--- src/rtl/fifo_sample_reader.sv ---
// -----------------------------------------------------------------------------
// fifo_sample_reader
//
// Read-side consumer of the function generator's sample FIFO. When streaming is
// enabled and the FIFO holds data, one sample is popped per frame. Each sample
// is shifted MSB-first onto a 3-wire DAC link (cs_n_o / sclk_o / sdo_o). An
// empty FIFO at the end of a frame while streaming is flagged as an underrun.
//
// Build option:
//   FIFO_READER_OFFSET_BIN_EN - when defined, the sample MSB is inverted on
//                               load (two's complement -> offset binary).
//
// Parameters:
//   DATA_WIDTH - sample width, equal to the FIFO data width (>= 2)
//   CLK_DIV    - system clocks per serial bit, even and >= 2
//
// Ports:
//   clk        in   system clock, rising edge
//   rst        in   synchronous active-low reset
//   en_i       in   streaming enable
//   empty_i    in   FIFO empty flag
//   data_i     in   FIFO read data, valid the cycle after rd_en_o
//   rd_en_o    out  FIFO pop strobe, one-cycle pulse
//   cs_n_o     out  DAC chip select, active low
//   sclk_o     out  DAC serial clock
//   sdo_o      out  DAC serial data
//   busy_o     out  high whenever the FSM is not idle
//   underrun_o out  sticky underrun flag, cleared when en_i is sampled low
// -----------------------------------------------------------------------------
module fifo_sample_reader #(
    parameter int DATA_WIDTH = 16,
    parameter int CLK_DIV    = 4
) (
    input  logic                         clk,
    input  logic                         rst,
    input  logic                         en_i,
    input  logic                         empty_i,
    input  logic signed [DATA_WIDTH-1:0] data_i,
    output logic                         rd_en_o,
    output logic                         cs_n_o,
    output logic                         sclk_o,
    output logic                         sdo_o,
    output logic                         busy_o,
    output logic                         underrun_o
);

    localparam int DIV_W = (CLK_DIV > 2) ? $clog2(CLK_DIV) : 1;
    localparam int CNT_W = (DATA_WIDTH > 2) ? $clog2(DATA_WIDTH) : 1;

    localparam logic [DIV_W-1:0] DIV_LAST = DIV_W'(CLK_DIV - 1);
    localparam logic [DIV_W-1:0] DIV_HALF = DIV_W'(CLK_DIV / 2);
    localparam logic [CNT_W-1:0] BIT_LAST = CNT_W'(DATA_WIDTH - 1);

    typedef enum logic [2:0] {
        ST_IDLE  = 3'd0,
        ST_POP   = 3'd1,
        ST_LATCH = 3'd2,
        ST_SHIFT = 3'd3,
        ST_GAP   = 3'd4
    } state_t;

    state_t                 state_r;
    logic [DATA_WIDTH-1:0]  shift_r;
    logic [CNT_W-1:0]       bit_cnt_r;
    logic [DIV_W-1:0]       div_r;
    logic                   rd_en_r;
    logic                   cs_n_r;
    logic                   sclk_r;
    logic                   sdo_r;
    logic                   busy_r;
    logic                   underrun_r;

    logic [DATA_WIDTH-1:0]  loaded_s;
    logic [DIV_W-1:0]       div_inc_s;

    // Sample conversion applied once, when the word enters the shift register.
    function automatic logic [DATA_WIDTH-1:0] load_word(input logic [DATA_WIDTH-1:0] raw);
`ifdef FIFO_READER_OFFSET_BIN_EN
        // Flipping the sign bit maps -2^(W-1)..2^(W-1)-1 onto 0..2^W-1.
        return {~raw[DATA_WIDTH-1], raw[DATA_WIDTH-2:0]};
`else
        return raw;
`endif
    endfunction

    assign loaded_s  = load_word(data_i);
    assign div_inc_s = div_r + DIV_W'(1);

    // Frame sequencer: pop, latch, serialize, gap; all outputs registered.
    always_ff @(posedge clk) begin
        if (!rst) begin
            state_r    <= ST_IDLE;
            shift_r    <= {DATA_WIDTH{1'b0}};
            bit_cnt_r  <= {CNT_W{1'b0}};
            div_r      <= {DIV_W{1'b0}};
            rd_en_r    <= 1'b0;
            cs_n_r     <= 1'b1;
            sclk_r     <= 1'b0;
            sdo_r      <= 1'b0;
            busy_r     <= 1'b0;
            underrun_r <= 1'b0;
        end else begin
            case (state_r)
                ST_IDLE: begin
                    if (en_i && !empty_i) begin
                        state_r <= ST_POP;
                        rd_en_r <= 1'b1;
                        busy_r  <= 1'b1;
                    end else begin
                        state_r <= ST_IDLE;
                        rd_en_r <= 1'b0;
                        busy_r  <= 1'b0;
                    end
                end

                ST_POP: begin
                    // FIFO presents the word during the following cycle.
                    state_r <= ST_LATCH;
                    rd_en_r <= 1'b0;
                    busy_r  <= 1'b1;
                end

                ST_LATCH: begin
                    state_r   <= ST_SHIFT;
                    shift_r   <= loaded_s;
                    sdo_r     <= loaded_s[DATA_WIDTH-1];
                    cs_n_r    <= 1'b0;
                    sclk_r    <= 1'b0;
                    bit_cnt_r <= {CNT_W{1'b0}};
                    div_r     <= {DIV_W{1'b0}};
                    busy_r    <= 1'b1;
                end

                ST_SHIFT: begin
                    busy_r <= 1'b1;
                    if (div_r == DIV_LAST) begin
                        // Bit period boundary: sclk drops, next bit goes out.
                        div_r  <= {DIV_W{1'b0}};
                        sclk_r <= 1'b0;
                        if (bit_cnt_r == BIT_LAST) begin
                            state_r   <= ST_GAP;
                            cs_n_r    <= 1'b1;
                            sdo_r     <= 1'b0;
                            bit_cnt_r <= {CNT_W{1'b0}};
                        end else begin
                            state_r   <= ST_SHIFT;
                            bit_cnt_r <= bit_cnt_r + CNT_W'(1);
                            shift_r   <= {shift_r[DATA_WIDTH-2:0], 1'b0};
                            sdo_r     <= shift_r[DATA_WIDTH-2];
                        end
                    end else begin
                        // Second half of each bit period drives sclk high.
                        state_r <= ST_SHIFT;
                        div_r   <= div_inc_s;
                        sclk_r  <= (div_inc_s >= DIV_HALF);
                    end
                end

                ST_GAP: begin
                    if (en_i && !empty_i) begin
                        state_r <= ST_POP;
                        rd_en_r <= 1'b1;
                        busy_r  <= 1'b1;
                    end else begin
                        state_r <= ST_IDLE;
                        rd_en_r <= 1'b0;
                        busy_r  <= 1'b0;
                    end
                end

                default: begin
                    state_r <= ST_IDLE;
                    rd_en_r <= 1'b0;
                    cs_n_r  <= 1'b1;
                    sclk_r  <= 1'b0;
                    sdo_r   <= 1'b0;
                    busy_r  <= 1'b0;
                end
            endcase

            // Underrun is only judged at a frame boundary, never from IDLE.
            if (!en_i) begin
                underrun_r <= 1'b0;
            end else if ((state_r == ST_GAP) && empty_i) begin
                underrun_r <= 1'b1;
            end else begin
                underrun_r <= underrun_r;
            end
        end
    end

    assign rd_en_o    = rd_en_r;
    assign cs_n_o     = cs_n_r;
    assign sclk_o     = sclk_r;
    assign sdo_o      = sdo_r;
    assign busy_o     = busy_r;
    assign underrun_o = underrun_r;

endmodule

--- config.mk ---
export PLATFORM = sky130hd
export DESIGN_NAME = fifo_sample_reader
export DESIGN_NICKNAME = d
export VERILOG_FILES = /design/src/rtl/fifo_sample_reader.sv
export SDC_FILE = /design/constraint.sdc
export NUM_CORES = 1
export LEC_CHECK = 0
export ABC_AREA = 1
export CORE_MARGIN = 2
export CORE_UTILIZATION = 45
export DETAILED_ROUTE_END_ITERATION = 7
export PLACE_DENSITY = 0.68
export SLEW_MARGIN = 20
export SYNTH_ARGS = -nofsm -noshare
export SYNTH_HDL_FRONTEND = slang
export SYNTH_SLANG_ARGS = --single-unit
--- constraint.sdc ---
create_clock -name clk -period 1.75 [get_ports clk]
set_input_delay 0.35 -clock clk [delete_from_list [all_inputs] [get_ports clk]]
set_output_delay 0.35 -clock clk [all_outputs]
set_load 0.05 [all_outputs]
**Word level (Yosys, flattened, before mapping)**

Index checks and enable logic that the tools add are counted.

- $add $sub $neg: 2
- Magnitude comparators: 1
- Eq/ne operators: 9
- Mux-type cells: 23
- Bitwise logic cells: 1
- Reduce and logical (&&, ||, !) cells: 14

Operators by type and width:

| operator | number |
|---|---|
| 15-bit two-way mux | 2 |
| 15-bit one-hot mux with 2 select lines | 1 |
| 3-bit one-hot mux with 4 select lines | 1 |
| 4-bit two-way mux | 2 |
| 4-bit one-hot mux with 2 select lines | 1 |
| 1-bit two-way mux | 7 |
| 3-bit by 2-bit equality test with 1-bit output (second input constant) | 2 |
| 3-bit two-way mux | 2 |
| 2-bit inequality test (second input constant) | 3 |
| 1-bit one-hot mux with 2 select lines | 3 |
| 1-bit one-hot mux with 3 select lines | 2 |
| 2-bit AND reduction | 3 |
| 3-bit AND reduction | 2 |
| 3-bit OR reduction | 2 |
| 4-bit by 1-bit adder with 4-bit output (second input constant) | 1 |
| 4-bit equality test (second input constant) | 1 |
| 2-bit one-hot mux with 2 select lines | 1 |
| 2-bit OR reduction | 2 |
| 3-bit by 1-bit equality test with 1-bit output (second input constant) | 1 |
| 3-bit equality test (second input constant) | 1 |
| 3-bit logical NOT | 1 |
| 2-bit by 1-bit adder with 2-bit output (second input constant) | 1 |
| 2-bit equality test (second input constant) | 1 |
| 2-bit >= comparator (second input constant) | 1 |
| 5 further kinds | 6 |

- Register bits: 30
- Input bits: 20
- Word-level logic and storage cells: 60

**Logic depth before layout (Yosys ltp)**

Gate-level depths: netlist (run 1).

- Depth in word-level cells: 4
- Depth in mapped cells: 9
- Depth with buffers taken out: 8

**Least setup slack after synthesis (run 1)**

No wires, ideal clock.

- Kind: reg2reg
- Start point: register bit_cnt_r[0]
- End point: register shift_r[10]
- Arrival: 1.209 ns
- Slack: 0.428 ns
- Cell stages (with the launch flop): 10
- Buffers on the path: 1
- Period minus slack after synthesis: 1.322 ns
- Path through: dfxtp_1 ha_1 nand3_2 inv_1 nand2_2 nand2_2 buf_6 nand2_1 nand2_1 nor2_1

- Longest elaborated chain between the ends: 3

Ends and longest elaborated chain:

| element | RTL line | source |
|---|---|---|
| start, declared | 64 | `logic [CNT_W-1:0] bit_cnt_r;` |
| start signal, assigned | 94 | `bit_cnt_r <= {CNT_W{1'b0}};` |
| start signal, assigned | 129 | `bit_cnt_r <= {CNT_W{1'b0}};` |
| start signal, assigned | 144 | `bit_cnt_r <= {CNT_W{1'b0}};` |
| 4-bit equality test | 140 | `if (bit_cnt_r == BIT_LAST) begin` |
| 2-bit inequality test (no source line) | n/a |  |
| 3-bit AND reduction (no source line) | n/a |  |
| end signal, assigned | 93 | `shift_r <= {DATA_WIDTH{1'b0}};` |
| end signal, assigned | 125 | `shift_r <= loaded_s;` |
| end signal, assigned | 148 | `shift_r <= {shift_r[DATA_WIDTH-2:0], 1'b0};` |
| end, declared | 63 | `logic [DATA_WIDTH-1:0] shift_r;` |

No other way between the ends.
A chain may end at the register's enable or synchronous reset.

**Worst setup path in the final report (run 1)**

- Start point: register bit_cnt_r[0]
- End point: register shift_r[9]

Same word-level chain as after synthesis.

==> results.toml, run 1 <==
[floorplan]
num_rows = 20
core_um2 = 3050
dieWidth_um = 60.6
initial_core_util_pct = 47.3
die_h_um = 60.6
ioPinCount = 26
dieArea_um2 = 3670

[clocking]
cts_tree = "built"
path_clk_slew_ps = 90
post_cts_resized = 0
clock_latency_ps = 330
cts_buffer_depth = 2
h-tree-depth = 2
holdBufCountCts = 0
postCtsSetupBuffers = 0
cts.sinks = 30
numCtsBuffers = 5
root_buffer = "clkbuf_4"

[power_and_ir_drop]
pwr_density_cell_nw_per_um2 = 823
p_leak_nw = 0.860
vdd_ir_drop_max_mv = 0.450

[timing]
slew_violations = 0
finalHoldViolCount = 0
worst_pin_slew_ps = 305
fin_crit_ps = 1490
fin_crit_sh_pct = 85.3
relSlewSlack_pct = 79.7
hold_ws_ps = 465
fmax_mhz = 670
setup_viol = 0
finalSetupTns_ps = 0
finalClockSkew_ps = 5.20
rsz0062_at_grt = "no"

[yosys]
ys_seq_elements = 30
syn_area_per_cell_um2 = 6.50
synth_cell_type_count = 21
yosys-top-cells-area = "dfxtp_1 42%, nand2_1 19%, nor2_1 8.3%, inv_1 6.5%, o21ai_0 5.6%"
syn-instance-count = 222
yosysTopAreaCell = "dfxtp_1"
synth_top_family_by_area = "simple AND/OR/NAND/NOR gates"
yosys.area_share.simple_pct = 35.0
yosys.area.top_type_share_pct = 41.6
synth_mux_area_share_pct = 0
yosysSeqAreaShare_pct = 41.6
synth_nets = 244
ys_warn_count = 0
synth-compound-area-share_pct = 11.4
synth_fa_ha_area_share_pct = 1.73
synth_xor_area_share_pct = 0
netlist_area_um2 = 1440

[finish]
syn_to_final_growth_pct = 24.9
fin_cells = 295
final_util_pct = 59.0
seqCellArea_um2 = 601
final_nets = 272
drive_above_1_share_pct = 9.96
multi_input_area_um2 = 694
layout_commonest_cell = "nand2_1"
fillers = 311
n_antenna_cell = 0
layout_common_cells = "74 x nand2_1, 32 x nor2_1, 30 x dfxtp_1"

[worst_setup_path]
worstPathMaxFanout = 27
timing.rr.end = "shift_r[9]$_SDFFE_PN0P_"
reg2reg_depth = 9
start_kind = "register"
r2r-start = "bit_cnt_r[0]$_SDFFE_PN0P_"
worstSetupPathType = "reg2reg"
arrival_ps = 1730
required_ps = 1990
end_kind = "register"
r2r_slack_ps = 260

[routing]
ant_nets = 0
via_per_inst = 4.52
wl_met2_um = 1230
dr.pass1.iters = 4
wl_um = 2810
met1_length_um = 1390
vias = 1332
wl_met3_um = 107
top_layer = "met4"
drtIter0Drc = 51
routedWlPerCell_um = 9.53
drc_errors = 0

[place]
place_hpwl_um = 1940
place_congestion = 0.780
port_buffers = 25
place_inst = 287

[grt]
grt_util_all_layers_pct = 17.4
grt_pass1_vias = 1061
grt_max_degree = 28
antenna_found_initial = 0
grt_overflow = 0
grt_pass1_wl_um = 4680

[min_path]
hold_depth = 2
hold_path.class = "reg2reg"
hold_start = "sdo_o$_SDFFE_PN0P_"
min_to = "sdo_o$_SDFFE_PN0P_"

[status]
status = "complete, no violations"

[flow_run]
drv_cap = 0
worst max-delay path, cell delays in order (launching register included):
cell     delay, ps
dfxtp_1        410
ha_1           230
nand3_2        140
inv_1          100
nand2_2         90
nand2_2        110
buf_12         160
nand2_1         60
nand2_1         50
nor2_1          40
cells in the mapped netlist:
| library cell | number |
|---|---|
| nand2_1 | 74 |
| nor2_1 | 32 |
| dfxtp_1 | 30 |
| inv_1 | 25 |
| o21ai_0 | 16 |
| a21oi_1 | 15 |
| nand3_1 | 5 |
| buf_2 | 4 |
| nor3_1 | 4 |
| nand2_2 | 3 |
| clkbuf_1 | 2 |
| ha_1 | 2 |
| nand3_2 | 2 |
| a21oi_2 | 1 |
| buf_4 | 1 |
| buf_6 | 1 |
| clkinv_1 | 1 |
| inv_2 | 1 |
| nand4_1 | 1 |
| nor2_4 | 1 |
| nor4_1 | 1 |
sequential cells by signal, summed over array words and instances, names as in the netlist:
signal      cells
shift_r        15
bit_cnt_r       4
state_r         3
div_r           2
busy_o          1
cs_n_o          1
rd_en_o         1
sclk_o          1
sdo_o           1
underrun_o      1
metal layers:
layer  up-vias  global-route usage, %
met5         -                      0
met4         0                   8.39
met3         7                   6.40
met2        23                   24.0
met1       562                   24.2
li1        740                      -
cell families (layout without fill, tap and decap cells):
family                     after synthesis  in the layout
and+or+nand+nor                        123            123
buffers and inverters                   35             64
AOI/OAI and AO/OA                       32             32
DFF                                     30             30
adders and majority gates                2              2
area by class of cell:
type	instances	share of cell area (%)
Clock buffer	7	3.06
Multi-Input combinational cell	157	38.5
Tap cell	44	3.06
Clock inverter	1	0.278
Inverter	27	5.62
Sequential cell	30	33.3
Timing Repair Buffer	29	16.1
how the worst max path moves through the flow:
stage                                    end                      start
finish               shift_r[9]$_SDFFE_PN0P_  bit_cnt_r[0]$_SDFFE_PN0P_
CTS                  shift_r[9]$_SDFFE_PN0P_  bit_cnt_r[0]$_SDFFE_PN0P_
floorplan           shift_r[10]$_SDFFE_PN0P_  bit_cnt_r[0]$_SDFFE_PN0P_
global route        shift_r[13]$_SDFFE_PN0P_  bit_cnt_r[0]$_SDFFE_PN0P_
detailed placement       cs_n_o$_SDFFE_PN1P_                        rst
global placement         cs_n_o$_SDFFE_PN1P_                        rst
report_power, final:
group	switching, mW	internal (mW)	leakage (nW)	total (mW)
logic	0.167	0.128	0.581	0.294
clock network	0.236	0.194	0.0353	0.430
registers	0.0259	0.733	0.244	0.758
through the flow:
| stage | setup WS, ps | power, mW | area (um^2) |
|---|---|---|---|
| finish | 257 | 1.48 | 1800 |
| global route | 75.6 | 1.57 | 1800 |
| CTS | 253 | 1.50 | 1800 |
| detailed placement | 209 | 1.07 | 1740 |
| global placement | 241 | 1.07 | 1740 |
| floorplan | 428 | 0.971 | 1440 |
Note: power is estimated with default switching activity, not from simulation.
==> run 2, diff against run 1 <==
Settings changed: CORE_UTILIZATION 45 to 50, PLACE_DENSITY 0.68 to 0.75.
==> run 2 against run 1 <==
Clock power fell by 10%. Sequential power barely moved. Worst setup slack got worse by 16 ps. Fmax fell by 1.0%. Sequential cell count did not move. Register-to-register slack got worse by 20 ps. Sequential share of layout area rose by 0.83 points. Critical path type unchanged.
==> results.toml, run 2 (synthesized netlist as in run 1, its figures left out) <==
[status]
status = "complete, no violations"

[worst_setup_path]
arrival_ps = 1740
end_kind = "register"
worstSetupPathType = "reg2reg"
r2r-start = "bit_cnt_r[0]$_SDFFE_PN0P_"
crit_slowest_cell = "dfxtp_1"
required_ps = 1980
start_kind = "register"
worstPathMaxFanout = 27
crit_top_cell = "nand2_1"
max_stage_delay_ps = 400
critPathLaunch = "bit_cnt_r[0]$_SDFFE_PN0P_"
path_cells = "ha_1 > nand3_2 > inv_1 > nand2_2 > nand2_4 > nand2_1 > nand2_1 > nor2_1"

[place]
postPlaceCellArea_um2 = 1710
pre_cts_slack_ps = 101
place_hpwl_um = 2010
place_inst = 273
port_buffers = 25
place_congestion = 0.758

[timing]
fin_crit_sh_pct = 86.2
hold_ws_ps = 467
worst_pin_slew_ps = 289
finalWorstSetupSlack_ps = 241
relSlewSlack_pct = 80.7
setup_viol = 0
fin_crit_ps = 1510
finalSetupTns_ps = 0
finalClockSkew_ps = 5.59
fmax_mhz = 663
rsz0062_at_grt = "no"
slew_violations = 0
finalHoldViolCount = 0

[floorplan]
dieWidth_um = 57.7
die_h_um = 57.7
initial_core_util_pct = 52.3
ioPinCount = 26
dieArea_um2 = 3330
num_rows = 19
core_um2 = 2760

[routing]
drc_errors = 0
routedWlPerCell_um = 10.3
wl_um = 2890
drtIter0Drc = 45
via_per_inst = 4.73
vias = 1325
dr.pass1.iters = 4
ant_nets = 0

[grt]
grt_pass1_vias = 1131
grt_pass1_wl_um = 4740
grt_max_degree = 28
grt_util_all_layers_pct = 18.3
grt_overflow = 0
antenna_found_initial = 0

[finish]
regMostFlops = "shift_r"
n_antenna_cell = 0
final_area_um2 = 1760
final_util_pct = 63.7
drive_above_1_share_pct = 9.64
final_nets = 271
largest_reg_flops = 15
layout_commonest_cell = "nand2_1"
fin_cells = 280
syn_to_final_growth_pct = 21.9
layout_common_cells = "74 x nand2_1, 32 x nor2_1, 30 x dfxtp_1"
largestRegisters = "shift_r x15, bit_cnt_r x4, state_r x3"

[clocking]
root_buffer = "clkbuf_4"
h-tree-depth = 2
cts.sinks = 30
cts_tree = "built"
numCtsBuffers = 5
path_clk_slew_ps = 100
cts_buffer_depth = 2
clock_latency_ps = 330
postCtsSetupBuffers = 0

[power_and_ir_drop]
pwr_density_cell_nw_per_um2 = 815
vdd_ir_drop_max_mv = 0.752
power_mw = 1.43
p_leak_nw = 0.846

[flow_run]
drv_cap = 0

[min_path]
hold_start = "cs_n_o$_SDFFE_PN1P_"
hold_path.class = "reg2reg"
## run 2: final timing paths
kind                             end  slack, ps  cells past startpoint
min              cs_n_o$_SDFFE_PN1P_        470                      2
min reg2reg      cs_n_o$_SDFFE_PN1P_        470                      2
max reg2reg  shift_r[9]$_SDFFE_PN0P_        240                      8
max          shift_r[9]$_SDFFE_PN0P_        240                      8
## run 2: area by class of cell
cell class              count  area [um^2]
fillers                   267         1000
clock buffers               5         37.5
repair buffers             28          270
well taps                  31         38.8
multi-input cells         157          699
clock inverters             2         10.0
flip-flops and latches     30          601
inverters                  27          101
## run 2: power breakdown
| group | switching [mW] | internal (mW) | leakage (nW) |
|---|---|---|---|
| sequential | 0.0266 | 0.733 | 0.244 |
| combinational | 0.169 | 0.119 | 0.571 |
| clock | 0.242 | 0.144 | 0.0308 |
## run 2: critical path, delay by kind of cell, from the launching register on
kind | cells | cell delay, ps
and+or+nand+nor | 6 | 680
DFF | 1 | 400
adders and majority gates | 1 | 230
buffers and inverters | 1 | 100
## run 2: what timing repair did
item	in CTS	in global routing
hold buffers	0	0
gates resized for setup	0	1
setup endpoints to repair	0	15
endpoints found under the hold margin	0	0
## run 2: per-layer routing
layer  share of wire [%]  wire [um]  track usage (%)  vias up
li1                    -          -                -      738
met1                  50       1460             24.7      558
met2                  44       1260             27.6       23
met3                 4.2        121             5.36        6
met4                 1.8         51             7.31        0
met5                   0          0                0        -
==> run 3, diff against run 2 <==
Settings changed: SETUP_SLACK_MARGIN from default to 0.2.
==> run 3 against run 2 <==
Clock skew down 1.4 ps. Critical path depth down 1. Wire length up 2.9%. Worst hold slack about the same. First-iteration DRC count down 4.4%. Cell count up 0.36%. Sequential cell count unchanged. Sequential power about the same. Total power up 0.76%. Critical endpoint is now shift_r[2]$_SDFFE_PN0P_. Sequential share of layout area down 0.43 points.
==> results.toml, run 3 (synthesized netlist as in run 1, its figures left out) <==
[timing]
slew_violations = 0
finalHoldViolCount = 0
relSlewSlack_pct = 81.3
fin_crit_ps = 1440
setup_viol = 0
rsz0062_at_grt = "no"
finalSetupTns_ps = 0
fin_crit_sh_pct = 82.2
fmax_mhz = 695
finalClockSkew_ps = 4.23
worst_pin_slew_ps = 279

[grt]
grt_overflow = 0
grt_pass1_vias = 1133
antenna_found_initial = 0
grt_pass1_wl_um = 4730
grt_max_degree = 28
grt_util_all_layers_pct = 18.3

[floorplan]
dieArea_um2 = 3330
num_rows = 19
core_um2 = 2760
dieWidth_um = 57.7
die_h_um = 57.7
initial_core_util_pct = 52.3
ioPinCount = 26

[routing]
wl_met3_um = 105
ant_nets = 0
via_per_inst = 4.79
wl_um = 2980
drtIter0Drc = 43
met1_length_um = 1500
routedWlPerCell_um = 10.6
vias = 1347
drc_errors = 0
wl_met2_um = 1330
top_layer = "met4"
dr.pass1.iters = 4

[worst_setup_path]
required_ps = 1980
crit_buf_inv = 1
crit_slowest_cell = "dfxtp_2"
end_kind = "register"
worstSetupPathType = "reg2reg"
path_cells = "ha_1 > nand3_2 > inv_1 > nand2_2 > nand2_4 > o21ai_0 > nor2_1"
start_kind = "register"
critPathLaunch = "bit_cnt_r[0]$_SDFFE_PN0P_"
max_stage_delay_ps = 350
r2r-start = "bit_cnt_r[0]$_SDFFE_PN0P_"
arrival_ps = 1660
cp_top_family = "simple AND/OR/NAND/NOR gates"
worstPathMaxFanout = 13

[clocking]
root_buffer = "clkbuf_4"
cts_tree = "built"
path_clk_slew_ps = 100
cts_buffer_depth = 2
numCtsBuffers = 5
h-tree-depth = 2
clock_latency_ps = 320
cts.sinks = 30
postCtsSetupBuffers = 0

[place]
port_buffers = 25
place_hpwl_um = 2010
place_congestion = 0.758

[finish]
regMostFlops = "shift_r"
fillers = 265
drive_above_1_share_pct = 10.8
layout_common_cells = "74 x nand2_1, 32 x nor2_1, 28 x dfxtp_1"
largestRegisters = "shift_r x15, bit_cnt_r x4, state_r x3"
n_antenna_cell = 0
largest_reg_flops = 15
final_nets = 272
layout_commonest_cell = "nand2_1"
syn_to_final_growth_pct = 23.9

[min_path]
hold_start = "cs_n_o$_SDFFE_PN1P_"
hold_path.class = "reg2reg"

[power_and_ir_drop]
power_mw = 1.44
vdd_ir_drop_max_mv = 0.749
pwr_density_cell_nw_per_um2 = 808
p_leak_nw = 0.852

[flow_run]
drv_cap = 0

[status]
status = "complete, no violations"
run 3: final cells by class:
class                           count  area, um^2  area share (%)
Inverter                           27         101            5.67
Multi-Input combinational cell    158         727            40.7
Tap cell                           31        38.8            2.17
Sequential cell                    30         603            33.7
Timing Repair Buffer               28         270            15.1
Clock buffer                        5        37.5            2.10
Clock inverter                      2        10.0           0.560
run 3: repair_timing:
item,in CTS,in global routing
resized for setup,1,4
hold buffers,0,0
pin swaps,0,2
setup endpoints to repair,15,16
gates cloned,0,1
run 3: per-stage QoR:
stage | worst slack, ps | instances | hold WS, ps | area (um^2) | utilization [%]
global route | 196 | 281 | 497 | 1790 | 64.8
global placement | 176 | 273 | 451 | 1710 | 61.8
finish | 312 | 281 | 467 | 1790 | 64.8
floorplan | 428 | 222 | 439 | 1440 | -
CTS | 236 | 280 | 472 | 1760 | 63.7
detailed placement | 101 | 273 | 457 | 1710 | 61.8
run 3: per-layer routing:
| layer | vias to the layer above | track usage, % |
|---|---|---|
| met2 | 18 | 27.6 |
| met3 | 5 | 5.36 |
| li1 | 744 | - |
| met5 | - | 0 |
| met4 | 0 | 7.31 |
| met1 | 580 | 24.6 |
run 3: final timing paths:
path              slack (ps)                       to  cells past startpoint
setup reg to reg         310  shift_r[2]$_SDFFE_PN0P_                      7
hold / removal           470      cs_n_o$_SDFFE_PN1P_                      2
setup / recovery         310  shift_r[2]$_SDFFE_PN0P_                      7
hold reg to reg          470      cs_n_o$_SDFFE_PN1P_                      2
run 3: worst min-delay path, cell delays in order, from the launching register on:
cell     delay (ps)
dfxtp_1         320
o21ai_0          60
nand2_1          50
run 3: power by group:
part           leakage, nW  total [mW]  internal [mW]  switching [mW]
clock               0.0308       0.382          0.144           0.237
sequential           0.245       0.761          0.733          0.0273
combinational        0.576       0.301          0.125           0.177
total                0.852        1.44           1.00           0.442
